`src/rtl/pdm_pkg.sv`:
```
// Shared state encoding and default sizing for the PDM capture/playback controller.
// No logic lives here; the controller imports it.
package pdm_pkg;

  localparam int PDM_ADDR_W  = 16;
  localparam int PDM_DISCARD = 2;

  typedef enum logic [2:0] {
    ST_IDLE,
    ST_ARM,
    ST_RECORD,
    ST_PLAY_RD,
    ST_PLAY_WAIT,
    ST_PLAY_OUT
  } pdm_state_e;

endpackage

```
`src/rtl/pdm_capture_ctrl.sv`:
```
// Records PDM amplitude samples into an external buffer and plays them back over valid/ready.
// Playback is 3 cycles per sample; play_data holds while play_ready is low.
module pdm_capture_ctrl
  import pdm_pkg::*;
#(
  parameter int ADDR_W  = PDM_ADDR_W,
  parameter int DISCARD = PDM_DISCARD
) (
  input  logic              clk,
  input  logic              rst_n,
  input  logic              start_rec,
  input  logic              start_play,
  input  logic              stop,
  input  logic [6:0]        amplitude,
  input  logic              amplitude_valid,
  output logic              mic_enable,
  output logic              ram_we,
  output logic [ADDR_W-1:0] ram_addr,
  output logic [6:0]        ram_wdata,
  input  logic [6:0]        ram_rdata,
  output logic [6:0]        play_data,
  output logic              play_valid,
  input  logic              play_ready,
  output logic [ADDR_W:0]   rec_length,
  output logic              busy,
  output logic              full
);

  localparam int DW = (DISCARD < 1) ? 1 : $clog2(DISCARD + 1);

  pdm_state_e        state, state_nx;
  logic [ADDR_W-1:0] addr, addr_nx;
  logic [DW-1:0]     disc_cnt, disc_nx;
  logic [ADDR_W:0]   len_q, len_nx;
  logic              full_q, full_nx;
  logic [6:0]        pdata_q, pdata_nx;
  logic              wr_en;

  // A sample arriving together with stop is deliberately dropped.
  assign wr_en = (state == ST_RECORD) && amplitude_valid && !stop;

  always_comb begin
    state_nx = state;
    addr_nx  = addr;
    disc_nx  = disc_cnt;
    len_nx   = len_q;
    full_nx  = full_q;
    pdata_nx = pdata_q;
    if (stop) begin
      state_nx = ST_IDLE;
    end else begin
      case (state)
        ST_IDLE: begin
          if (start_rec) begin
            state_nx = ST_ARM;
            full_nx  = 1'b0;
            len_nx   = '0;
            addr_nx  = '0;
            disc_nx  = '0;
          end else if (start_play) begin
            state_nx = ST_PLAY_RD;
            addr_nx  = '0;
          end
        end
        ST_ARM: begin
          if (DISCARD == 0) begin
            state_nx = ST_RECORD;
          end else if (amplitude_valid) begin
            if (int'(disc_cnt) + 1 >= DISCARD) begin
              state_nx = ST_RECORD;
              disc_nx  = '0;
            end else begin
              disc_nx = disc_cnt + 1'b1;
            end
          end
        end
        ST_RECORD: begin
          if (amplitude_valid) begin
            len_nx = len_q + 1'b1;
            // Last slot written: stop here rather than wrap over old samples.
            if (addr == '1) begin
              full_nx  = 1'b1;
              state_nx = ST_IDLE;
            end else begin
              addr_nx = addr + 1'b1;
            end
          end
        end
        ST_PLAY_RD: begin
          state_nx = (len_q == '0) ? ST_IDLE : ST_PLAY_WAIT;
        end
        ST_PLAY_WAIT: begin
          pdata_nx = ram_rdata;
          state_nx = ST_PLAY_OUT;
        end
        ST_PLAY_OUT: begin
          if (play_ready) begin
            if ({1'b0, addr} == len_q - 1'b1) begin
              state_nx = ST_IDLE;
            end else begin
              addr_nx  = addr + 1'b1;
              state_nx = ST_PLAY_RD;
            end
          end
        end
        default: state_nx = ST_IDLE;
      endcase
    end
  end

  always_ff @(posedge clk or negedge rst_n) begin
    if (!rst_n) begin
      state    <= ST_IDLE;
      addr     <= '0;
      disc_cnt <= '0;
      len_q    <= '0;
      full_q   <= 1'b0;
      pdata_q  <= '0;
    end else begin
      state    <= state_nx;
      addr     <= addr_nx;
      disc_cnt <= disc_nx;
      len_q    <= len_nx;
      full_q   <= full_nx;
      pdata_q  <= pdata_nx;
    end
  end

  assign mic_enable = (state == ST_ARM) || (state == ST_RECORD);
  assign busy       = (state != ST_IDLE);
  assign play_valid = (state == ST_PLAY_OUT);
  assign ram_we     = wr_en;
  assign ram_addr   = addr;
  assign ram_wdata  = wr_en ? amplitude : 7'd0;
  assign play_data  = pdata_q;
  assign rec_length = len_q;
  assign full       = full_q;

endmodule

```
`config.mk`:
```
export PLATFORM = sky130hd
export DESIGN_NAME = pdm_capture_ctrl
export DESIGN_NICKNAME = d
export VERILOG_FILES = /design/src/rtl/pdm_pkg.sv /design/src/rtl/pdm_capture_ctrl.sv
export SDC_FILE = /design/constraint.sdc
export NUM_CORES = 1
export LEC_CHECK = 0
export ABC_AREA = 1
export CORE_MARGIN = 2
export CORE_UTILIZATION = 50
export DETAILED_ROUTE_END_ITERATION = 6
export PLACE_DENSITY = 0.78
export RECOVER_POWER = 50
export REMOVE_ABC_BUFFERS = 1
export SLEW_MARGIN = 20
export SYNTH_ARGS = -nofsm -noshare
export SYNTH_HDL_FRONTEND = slang
export SYNTH_SLANG_ARGS = --single-unit
```
`constraint.sdc`:
```
create_clock -name clk -period 2.5 [get_ports clk]
set_clock_uncertainty 0.15 [all_clocks]
set_input_delay 0.5 -clock clk [delete_from_list [all_inputs] [get_ports clk]]
set_output_delay 0.5 -clock clk [all_outputs]
set_load 0.05 [all_outputs]
```
* After elaboration in Yosys (flattened, before gate mapping) *
Index checks and enable logic that the tools add are counted.

storage, ports and cells
  memories kept = 0
  latch bits = 0
  output and inout port bits = 52
  memory bits (writable) = 0
  input bits = 21
  register bits after elaboration = 46
  logic and storage cells = 80
  memory bits (read-only) = 0

operators by class
  reduce and logical (&&, ||, !) cells = 16
  bitwise gates (word level) = 1
  add/subtract/negate cells = 5
  $mul = 0
  equality and inequality tests = 21
  $lt $le $gt $ge = 1
  div/mod/pow operators = 0
  multiplexer cells = 30
  shifts and indexed selects = 0

operators with widths
  kind                                                                  count
  16-bit 2-to-1 mux                                                     6
  16-bit one-hot mux with 3 select lines                                1
  17-bit 2-to-1 mux                                                     2
  17-bit one-hot mux with 2 select lines                                1
  3-bit 2-to-1 mux                                                      9
  3-bit one-hot mux with 6 select lines                                 1
  17-bit by 1-bit adder with 17-bit output, second input constant       1
  16-bit by 17-bit == test with 1-bit output                            1
  17-bit logical NOT                                                    1
  17-bit by 1-bit subtractor with 17-bit output, second input constant  1
  16-bit by 1-bit adder with 16-bit output, second input constant       1
  16-bit == test, second input constant                                 1
  3-bit != test, second input constant                                  4
  2-bit != test, second input constant                                  5
  2-bit 2-to-1 mux                                                      4
  4-bit AND reduction                                                   2
  7-bit 2-to-1 mux                                                      1
  7-bit AND reduction                                                   1
  3-bit by 2-bit == test with 1-bit output, second input constant       2
  3-bit == test, second input constant                                  2
  3-bit by 2-bit != test with 1-bit output, second input constant       2
  6-bit AND reduction                                                   1
  3-bit nonzero test                                                    2
  5-bit AND reduction                                                   1
  other kinds (16)                                                      21

* Longest topological paths before layout *
Gate-level depths: netlist (run 1).

  word-level depth = 6
  gate-level depth with buffers = 16
  gate-level depth less buffers = 16

* Worst setup path after synthesis (run 1) *
Ideal clock, no wire load.

  kind = reg2out
  from = register state[0]
  to = output ram_wdata[0]
  data required time = 1.850 ns
  arrival time = 2.765 ns
  cell stages (with the launch flop) = 8
  buffers on the path = 0
  slack = -0.915 ns
  cells stage by stage = dfrtp_1 -> nor2_1 -> nand3_1 -> a21oi_2 -> inv_1 -> nor2_1 -> inv_1 -> nor2_1

on the way
  cells in the longest elaborated chain, start to end = 4

ends and longest elaborated chain
  what                                      RTL line                 RTL
  start, declared                           pdm_capture_ctrl.sv:31   pdm_state_e state, state_nx;
  start signal, assigned                    pdm_capture_ctrl.sv:120  state <= state_nx;
  3-bit by 2-bit == test with 1-bit output  pdm_capture_ctrl.sv:40   assign wr_en = (state == ST_RECORD) && amplitude_valid && !stop;
  1-bit logical AND (2 in a row)            pdm_capture_ctrl.sv:40
  via ram_we                                pdm_capture_ctrl.sv:17   output logic ram_we,
  7-bit 2-to-1 mux                          pdm_capture_ctrl.sv:134  assign ram_wdata = wr_en ? amplitude : 7'd0;
  end, declared                             pdm_capture_ctrl.sv:19   output logic [6:0] ram_wdata,

The timed path passes the listed nets, and every way through them passes these cells.

* Final worst setup path (run 1) *
  from = input amplitude_valid
  to = output ram_wdata[6]

on the way
  cells in the longest elaborated chain, start to end = 3

ends and longest elaborated chain
  what                            RTL line                 RTL
  start, declared                 pdm_capture_ctrl.sv:15   input logic amplitude_valid,
  1-bit logical AND (2 in a row)  pdm_capture_ctrl.sv:40
  7-bit 2-to-1 mux                pdm_capture_ctrl.sv:134

Every way passes these cells.

==> impl_metrics.yaml, run 1 <==
floorplanning:
  io_pins: 73
  start_util_pct: 52.2
  rows: 30
  die_h_um: 88.4
  core_area_um2: 6830
  die-width_um: 88.4
  dieArea_um2: 7820
synthesis:
  syn_avg_cell_area_um2: 6.83
  synth_top_cells_by_area: "dfrtp_1, nand2_1, nand3_1"
  ys_seq_area_share_pct: 32.3
  synth_area_um2: 3560
  synth_cells: 522
  synth_seq_cells: 46
  synth_top_area_share_pct: 32.3
  synth_cell_types: 49
  synth_edf_count: 0
  dominantRegCellSynth: "dfrtp_1"
  synth_top_area_cell: "dfrtp_1"
  async_flop_share_pct: 100
  ys_warn_count: 0
critical_path:
  path_cells: "clkdlybuf4s50_1, inv_2, a21oi_4, inv_2, nor2_4, inv_6, nor2_4, buf_12"
  worstSetupStartpoint: "amplitude_valid"
  cp_slowest_cell: "clkdlybuf4s50_1"
  reg2reg_depth: 15
  cp_max_fo: 8
  crit_path_end_kind: "output pin"
  worstPathRequired_ns: 1.85
  regToRegSetupSlack_ns: 0.09
  cp_num_buf_inv: 5
  critPathArrivalTime_ns: 1.81
  crit-reg2reg-launch: "rec_length[1]"
  crit_family: "buffers and inverters"
  worst-setup-path-type: "input pin to output pin"
  slowest_delay_ns: 0.49
  rr_endpoint: "ram_addr[4]"
  critPathLaunchType: "input pin"
routing:
  drt_wl_total_um: 9970
  antenna_left: 0
  drtPass1Iterations: 5
  viasPerCell: 5.25
  drc_errors: 0
  post_drt_wl_per_cell_um: 14.0
  vias: 3733
  drt_iter0_markers: 218
clock_tree:
  cts_tree: "built"
  clk_latency_ns: 0.31
  max-clock-path-buffers: 2
  cts-htree-levels: 2
  cts_num_sinks: 46
  clk_pin_slew_ns: 0.08
  cts_root_buf: "clkbuf_8"
  numCtsBuffers: 5
grt:
  top_usage_layer: "met2"
  grt_max_degree: 21
  grt_use_met1_pct: 35.9
  gr-total-overflow: 0
  grt_pass1_vias: 3549
  antenna_found_initial: 0
  met3_usage_pct: 3.45
  grt_pass1_wl_um: 16200
  grt_usage_pct: 26.1
  use_met2_pct: 43.8
timing:
  slew_headroom_pct: 64.0
  hold_viol: 0
  grt_setup_unrepaired: "true"
  post-route-min-period_ns: 2.46
  worst_pin_slew_ns: 0.537
  drv_slew: 0
  fmax_ghz: 0.407
  fin_crit_sh_pct: 98.3
  setup_violations: 0
hold_path:
  holdPathStages: 1
  hold_end: "play_data[2]"
  min_from: "play_data[2]"
  hp-class: "flop to flop"
power_and_ir_drop:
  leakage_uw: 0.00232
  p_per_area_nw_per_um2: 663
  irDropWorstVdd_v: 0.000505
  power_uw: 3190
layout:
  drive_gt1_share_pct: 18.4
  area_growth_pct: 34.9
  layout.nets: 639
  diodes: 0
  utilization_pct: 70.4
  layout.cells.most_common: "nand2_1"
  mostFrequentLayoutCells: "nand2_1, inv_1, clkdlybuf4s50_1"
placement:
  dp_hpwl_um: 7620
  gp_congestion: 0.915
  buffer_ports.inserted: 72
run:
  maxCapViolations: 0
run_status:
  status: "finished, final reports clean"
-- cell type report --
cell class,count,area [µm²]
inverters,71,274
repair buffers,101,1030
clock inverters,3,21.3
flip-flops and latches,46,1150
well taps,96,120
multi-input cells,389,2140
clock buffers,5,68.8
fillers,590,2020
-- metrics by stage --
step	cells	hold WS (ns)	setup WS (ns)	TNS, ns	instance area (µm²)
2_1_floorplan	505	0.0544	-0.915	-9.42	3450
3_3_place_gp	694	0.204	-0.172	-1.20	4530
3_5_place_dp	694	0.200	-0.215	-1.71	4530
4_1_cts	704	0.364	0.00597	0	4710
5_1_grt	711	0.384	-0.0363	-0.257	4810
6_report	711	0.359	0.0424	0	4810
-- synthesized netlist by cell type (2+ instances only) --
cell type	number
nor2_2	5
nand2_2	4
inv_2	5
nand2_1	144
xor2_1	13
buf_2	7
nand3_2	3
nor2_4	10
clkinv_1	3
nor2_1	66
nor4_1	3
nor3_1	10
clkbuf_1	3
dfrtp_1	46
o21ai_0	13
a21oi_1	15
inv_1	62
mux2_2	7
ha_1	4
buf_6	4
nand4_1	10
o21a_1	3
buf_4	2
nor3_2	4
nand3_1	52
-- sequential cells by signal, indices dropped and copies added, names as in the netlist --
register,count
rec_length,17
ram_addr,16
play_data,7
state,3
disc_cnt,2
full,1
-- routing by layer --
metal | vias to the layer above | wire [µm] | part of all wire, %
met4 | 0 | 184 | 1.8
met5 | - | 0 | 0
li1 | 1850 | - | -
met2 | 104 | 4860 | 49
met1 | 1761 | 4440 | 44
met3 | 18 | 485 | 4.9
-- cell families (layout without fill, tap and decap cells) --
group / after synthesis / count (layout) / synth area share (%)
AOI/OAI and AO/OA: 44 / 44 / 7.41
DFF: 46 / 46 / 32.3
and+or+nand+nor: 319 / 320 / 42.6
adders and majority gates: 4 / 4 / 1.40
muxes: 7 / 7 / 2.21
xor gates and xnor gates: 14 / 14 / 3.44
buffers and inverters: 88 / 180 / 10.7
-- power breakdown --
| group | total (µW) | internal (µW) | switching [µW] |
|---|---|---|---|
| Combinational | 1820 | 659 | 1160 |
| Sequential | 900 | 839 | 61.1 |
| Clock | 464 | 197 | 268 |
-- what timing repair did --
item / CTS / global route
endpoints found under the hold margin: 6 / 0
setup endpoints to repair: 7 / 26
pin swaps: 4 / 3
hold buffers: 1 / 0
resized for setup: 25 / 16
buffers inserted: 1 / 6
gates cloned: 0 / 1
-- worst max path at each step --
stage	slack, ns	cells after the start	endpoint
after CTS	0.006	1	rec_length[2]
after floorplan	-0.91	7	ram_wdata[0]
final	0.04	8	ram_wdata[6]
after global placement	-0.17	10	ram_wdata[4]
after global routing	-0.04	8	ram_wdata[6]
after detailed placement	-0.22	10	ram_wdata[4]
Note: power is estimated with default switching activity, not from simulation.
==> inputs of run 2 (changes only) <==
- SETUP_SLACK_MARGIN: unset -> 0.5
==> run 2 against run 1 <==
Against the previous run:
- first-iteration DRC count rose by 8.3%
- register-to-register slack got worse by 0.03 ns
- non-clock buffer count rose by 32
- worst setup slack improved by 0.017 ns
- critical endpoint is now rec_length[13]
- largest power group unchanged
- highest routed layer unchanged
==> impl_metrics.yaml, run 2 (synthesized netlist as in run 1, its figures left out) <==
clock_tree:
  cts_num_sinks: 46
  clk_latency_ns: 0.32
  cts_root_buf: "clkbuf_8"
  numCtsBuffers: 5
  cts_tree: "built"
  clk_pin_slew_ns: 0.08
  cts-htree-levels: 2
  max-clock-path-buffers: 2
timing:
  drv_slew: 0
  fmax_ghz: 0.410
  setup_violations: 0
  hold_viol: 0
  fin_crit_sh_pct: 97.6
  grt_setup_unrepaired: "true"
  post-route-min-period_ns: 2.44
  worst_pin_slew_ns: 0.508
  slew_headroom_pct: 66.1
grt:
  gr-total-overflow: 0
  grt_use_met1_pct: 37.2
  grt_max_degree: 21
  grt_usage_pct: 28.7
  top_usage_layer: "met2"
  grt_pass1_wl_um: 17600
  grt_pass1_vias: 3814
  use_met2_pct: 48.8
  met3_usage_pct: 4.38
  antenna_found_initial: 0
power_and_ir_drop:
  irDropWorstVdd_v: 0.000464
  sw_frac_of_total_pct: 47.1
  power_uw: 3480
  p_per_area_nw_per_um2: 648
  leakage_uw: 0.00261
  clkPwrFrac_pct: 13.6
  p_switching_uw: 1640
  combPwrFrac_pct: 60.6
  p_int_uw: 1840
  seqPwrFrac_pct: 25.8
layout:
  largest_reg_flops: 17
  diodes: 0
  fillers: 494
  layout.nets: 671
  layout.cells.most_common: "nand2_1"
  multi_input_area_um2: 2370
  regArea_um2: 1160
  final_area_um2: 5370
  final_cells: 743
  utilization_pct: 78.6
  mostFrequentLayoutCells: "nand2_1, inv_1, nor2_1"
  drive_gt1_share_pct: 34.0
  area_growth_pct: 50.6
critical_path:
  worst-setup-path-type: "flop to flop"
  crit_path_end_kind: "flop"
  cp_slowest_cell: "dfrtp_1"
  worstPathRequired_ns: 2.60
  critPathLaunchType: "flop"
  path_cells: "inv_2, nor2_1, buf_4, a21oi_4, buf_6, buf_6, buf_6, buf_6, buf_6, buf_8, nand4_1, nor2_1, nand3_1, a21oi_1, o21a_1"
  crit-reg2reg-launch: "state[1]"
  slowest_delay_ns: 0.41
  critPathArrivalTime_ns: 2.54
  path_common_cell: "buf_6"
  worstSetupStartpoint: "state[1]"
  cp_max_fo: 6
routing:
  drt_iter0_markers: 236
  drc_errors: 0
  drtPass1Iterations: 4
  vias: 4033
  post_drt_wl_per_cell_um: 15.3
  viasPerCell: 5.43
  antenna_left: 0
  drt_wl_total_um: 11400
floorplanning:
  core_area_um2: 6830
  io_pins: 73
  die-width_um: 88.4
  rows: 30
  die_h_um: 88.4
  dieArea_um2: 7820
  start_util_pct: 52.2
placement:
  buffer_ports.inserted: 72
  placedInstanceArea_um2: 4530
  dp_hpwl_um: 7620
  gp_congestion: 0.915
  dp.cells: 694
run_status:
  status: "finished, final reports clean"
hold_path:
  hp-class: "flop to flop"
  min_from: "play_data[5]"
run:
  maxCapViolations: 0
==> run 2: cell count changes in the layout (fill, tap and decap cells not counted), moves of 5 or more <==
cell	change
dfrtp_1	-9
clkdlybuf4s15_2	+19
nand3_1	-5
clkbuf_2	+6
nand2_2	+14
clkdlybuf4s50_1	-41
dlygate4sd2_1	+12
o21ai_0	-6
buf_4	+18
dfrtp_2	+9
nand2_1	-15
buf_6	+10
==> run 2: power groups by stage <==
stage          sequential (µW)  clock, µW  combinational (µW)
5_1_grt                    909        506                2260
6_report                   898        472                2110
3_5_place_dp               911          0                1760
4_1_cts                    898        477                1980
2_1_floorplan             1190          0                 883
3_3_place_gp               905          0                1730
==> run 2: cell type report <==
class                   count  area share [%]
clock buffers               5            1.28
repair buffers            133            25.1
flip-flops and latches     46            21.7
clock inverters             3           0.396
inverters                  71            5.20
well taps                  96            2.24
multi-input cells         389            44.1
==> run 2: through the flow <==
step | TNS, ns | hold WS (ns) | setup slack [ns]
after global placement | -1.20 | 0.204 | -0.172
final | 0 | 0.354 | 0.0596
after CTS | 0 | 0.359 | 0.0640
after global routing | -0.0900 | 0.378 | -0.0464
after floorplan | -9.42 | 0.0544 | -0.915
after detailed placement | -1.71 | 0.200 | -0.215
==> run 2: critical path: cells and delay by family (launching register included) <==
family | cells | cell delay [ns]
compound gates | 3 | 0.44
buf+inv | 8 | 0.80
flops | 1 | 0.41
simple gates | 4 | 0.56
==> run 2: timing repair <==
action / in CTS / in global routing
endpoints found under the setup margin: 84 / 58
endpoints found under the hold margin: 6 / 0
pin swaps: 21 / 20
hold buffers: 1 / 0
gates resized for setup: 185 / 45
setup buffers: 22 / 15
cloned: 3 / 0
==> run 2: routing by layer <==
metal | up-vias | share of wire, % | routed length [µm]
li1 | 1926 | - | -
met1 | 1922 | 41 | 4660
met2 | 150 | 50 | 5710
met3 | 35 | 5.8 | 661
met4 | 0 | 2.8 | 323
met5 | - | 0 | 0
==> run 2: final timing paths <==
kind	endpoint	slack [ns]	cells after the start
min in group asynchronous	rec_length[2]	0.49	2
max	rec_length[13]	0.06	15
min	play_data[5]	0.35	1
max in group asynchronous	rec_length[10]	0.81	3
min reg2reg	play_data[5]	0.35	1
max reg2reg	rec_length[13]	0.06	15
==> inputs of run 3 (changes only) <==
- CORE_MARGIN: 2 -> unset
==> run 3 against run 2 <==
Against the previous run:
- flip-flop and latch count unchanged
- total power rose by 3.0%
- core utilization rose by 1.1 points
- sequential power rose by 2%
- die area fell by 4.5%
- critical path type is now flop to output pin
- critical path depth shrank 6
- count of clock-buffer cells in the layout unchanged
- non-clock buffer count up 1
- first-iteration DRC count is 69% higher
- register-to-register slack worse by 0.02 ns
- clock power barely moved
==> impl_metrics.yaml, run 3 (synthesized netlist as in run 1, its figures left out) <==
timing:
  fin_ws_ns: 0.0135
  grt_setup_unrepaired: "true"
  worst_pin_slew_ns: 1.33
  whs_ns: 0.315
  drv_slew: 0
  setup_violations: 0
  fmax_ghz: 0.402
  hold_viol: 0
  post-route-min-period_ns: 2.49
  slew_headroom_pct: 11.5
  fin_crit_sh_pct: 99.5
grt:
  grt_pass1_wl_um: 18900
  met3_usage_pct: 6.95
  grt_max_degree: 25
  antenna_found_initial: 0
  gr-total-overflow: 0
  use_met2_pct: 56.0
  top_usage_layer: "met2"
  grt_use_met1_pct: 40.2
  grt_pass1_vias: 4005
  grt_usage_pct: 32.7
hold_path:
  hp-class: "input pin to asynchronous set/reset pin"
power_and_ir_drop:
  leakage_uw: 0.00262
  p_int_uw: 1860
  clkPwrFrac_pct: 13.1
  p_per_area_nw_per_um2: 658
  combPwrFrac_pct: 61.3
  irDropWorstVdd_v: 0.000669
  power_uw: 3580
  sw_frac_of_total_pct: 48.2
  p_switching_uw: 1730
  seqPwrFrac_pct: 25.6
layout:
  mostFrequentLayoutCells: "nand2_1, inv_1, nor2_1"
  drive_gt1_share_pct: 36.9
  largest_reg_flops: 17
  fillers: 448
  utilization_pct: 79.7
  diodes: 0
  layout.cells.most_common: "nand2_1"
  layout.nets: 672
  final_area_um2: 5450
  area_growth_pct: 52.8
critical_path:
  cp_max_fo: 8
  worstPathRequired_ns: 1.85
  critPathLaunchType: "flop"
  critPathArrivalTime_ns: 1.84
  worst-setup-path-type: "flop to output pin"
  crit_path_end_kind: "output pin"
routing:
  post_drt_wl_per_cell_um: 17.0
  drt_iter0_markers: 399
  drt_wl_total_um: 12700
  drc_errors: 0
  drtPass1Iterations: 5
  vias: 4270
  antenna_left: 0
  viasPerCell: 5.74
floorplanning:
  die_h_um: 86.4
  dieArea_um2: 7470
  io_pins: 73
  core_area_um2: 6830
  rows: 30
  die-width_um: 86.4
  start_util_pct: 52.2
run_status:
  status: "finished, final reports clean"
placement:
  placedInstanceArea_um2: 4550
  gp_congestion: 0.911
  dp_hpwl_um: 7570
  preCtsSetupSlack_ns: -0.226
  buffer_ports.inserted: 72
run:
  maxCapViolations: 0
clock_tree:
  cts-htree-levels: 2
  clk_pin_slew_ns: 0.09
  cts_tree: "built"
  cts_num_sinks: 46
  cts_root_buf: "clkbuf_8"
  numCtsBuffers: 5
  clk_latency_ns: 0.31
  max-clock-path-buffers: 2
-- run 3: power by group through the flow --
stage / registers (µW) / clock network [µW] / logic, µW
global route: 930 / 499 / 2350
global placement: 923 / 0 / 1690
floorplan: 1190 / 0 / 883
CTS: 910 / 479 / 1970
detailed placement: 927 / 0 / 1720
finish: 917 / 469 / 2200
-- run 3: what timing repair did --
item	in CTS	in global routing
gates resized for setup	195	61
gates cloned	3	0
setup endpoints to repair	83	64
buffers inserted	24	14
hold buffers	0	0
pin swaps	29	30
-- run 3: per-stage QoR --
step,TNS (ns),cells
global placement,-1.20,695
global route,-0.770,744
CTS,0,730
floorplan,-9.42,505
finish,0,744
detailed placement,-1.61,695
-- run 3: final timing paths --
| kind | startpoint | to | slack [ns] | depth (start not counted) |
|---|---|---|---|---|
| worst max-delay path | state[2] | ram_wdata[6] | 0.01 | 9 |
| worst min-delay path | rst_n | ram_addr[10] | 0.31 | 1 |
| worst max register to register | state[2] | rec_length[12] | 0.04 | 16 |
| worst min register to register | play_data[2] | play_data[2] | 0.35 | 1 |
| max in group asynchronous | rst_n | rec_length[10] | 0.59 | 2 |
| min in group clk | play_data[2] | play_data[2] | 0.35 | 1 |
-- run 3: critical path: stages (launching register included) --
cell     delay (ns)
dfrtp_1        0.43
nor2_4         0.18
inv_2          0.07
nor2_4         0.10
buf_4          0.14
inv_2          0.05
nor2_4         0.17
inv_6          0.10
nor2_4         0.14
buf_12         0.14
-- run 3: layout make-up --
cell class / instances / area (µm²) / share of cell area [%]
tap: 96 / 120 / 2.21
sequential: 46 / 1170 / 21.4
clock inverter: 3 / 21.3 / 0.391
inverter: 71 / 277 / 5.08
clock buffer: 5 / 68.8 / 1.26
timing repair buffer: 134 / 1360 / 25.0
multi-input combinational: 389 / 2430 / 44.7
-- run 3: per-layer routing --
layer | part of all wire, % | vias to the layer above | routed length [µm]
li1 | - | 1932 | -
met1 | 38 | 1978 | 4790
met2 | 49 | 288 | 6180
met3 | 8.2 | 72 | 1040
met4 | 5.1 | 0 | 650
met5 | 0 | - | 0
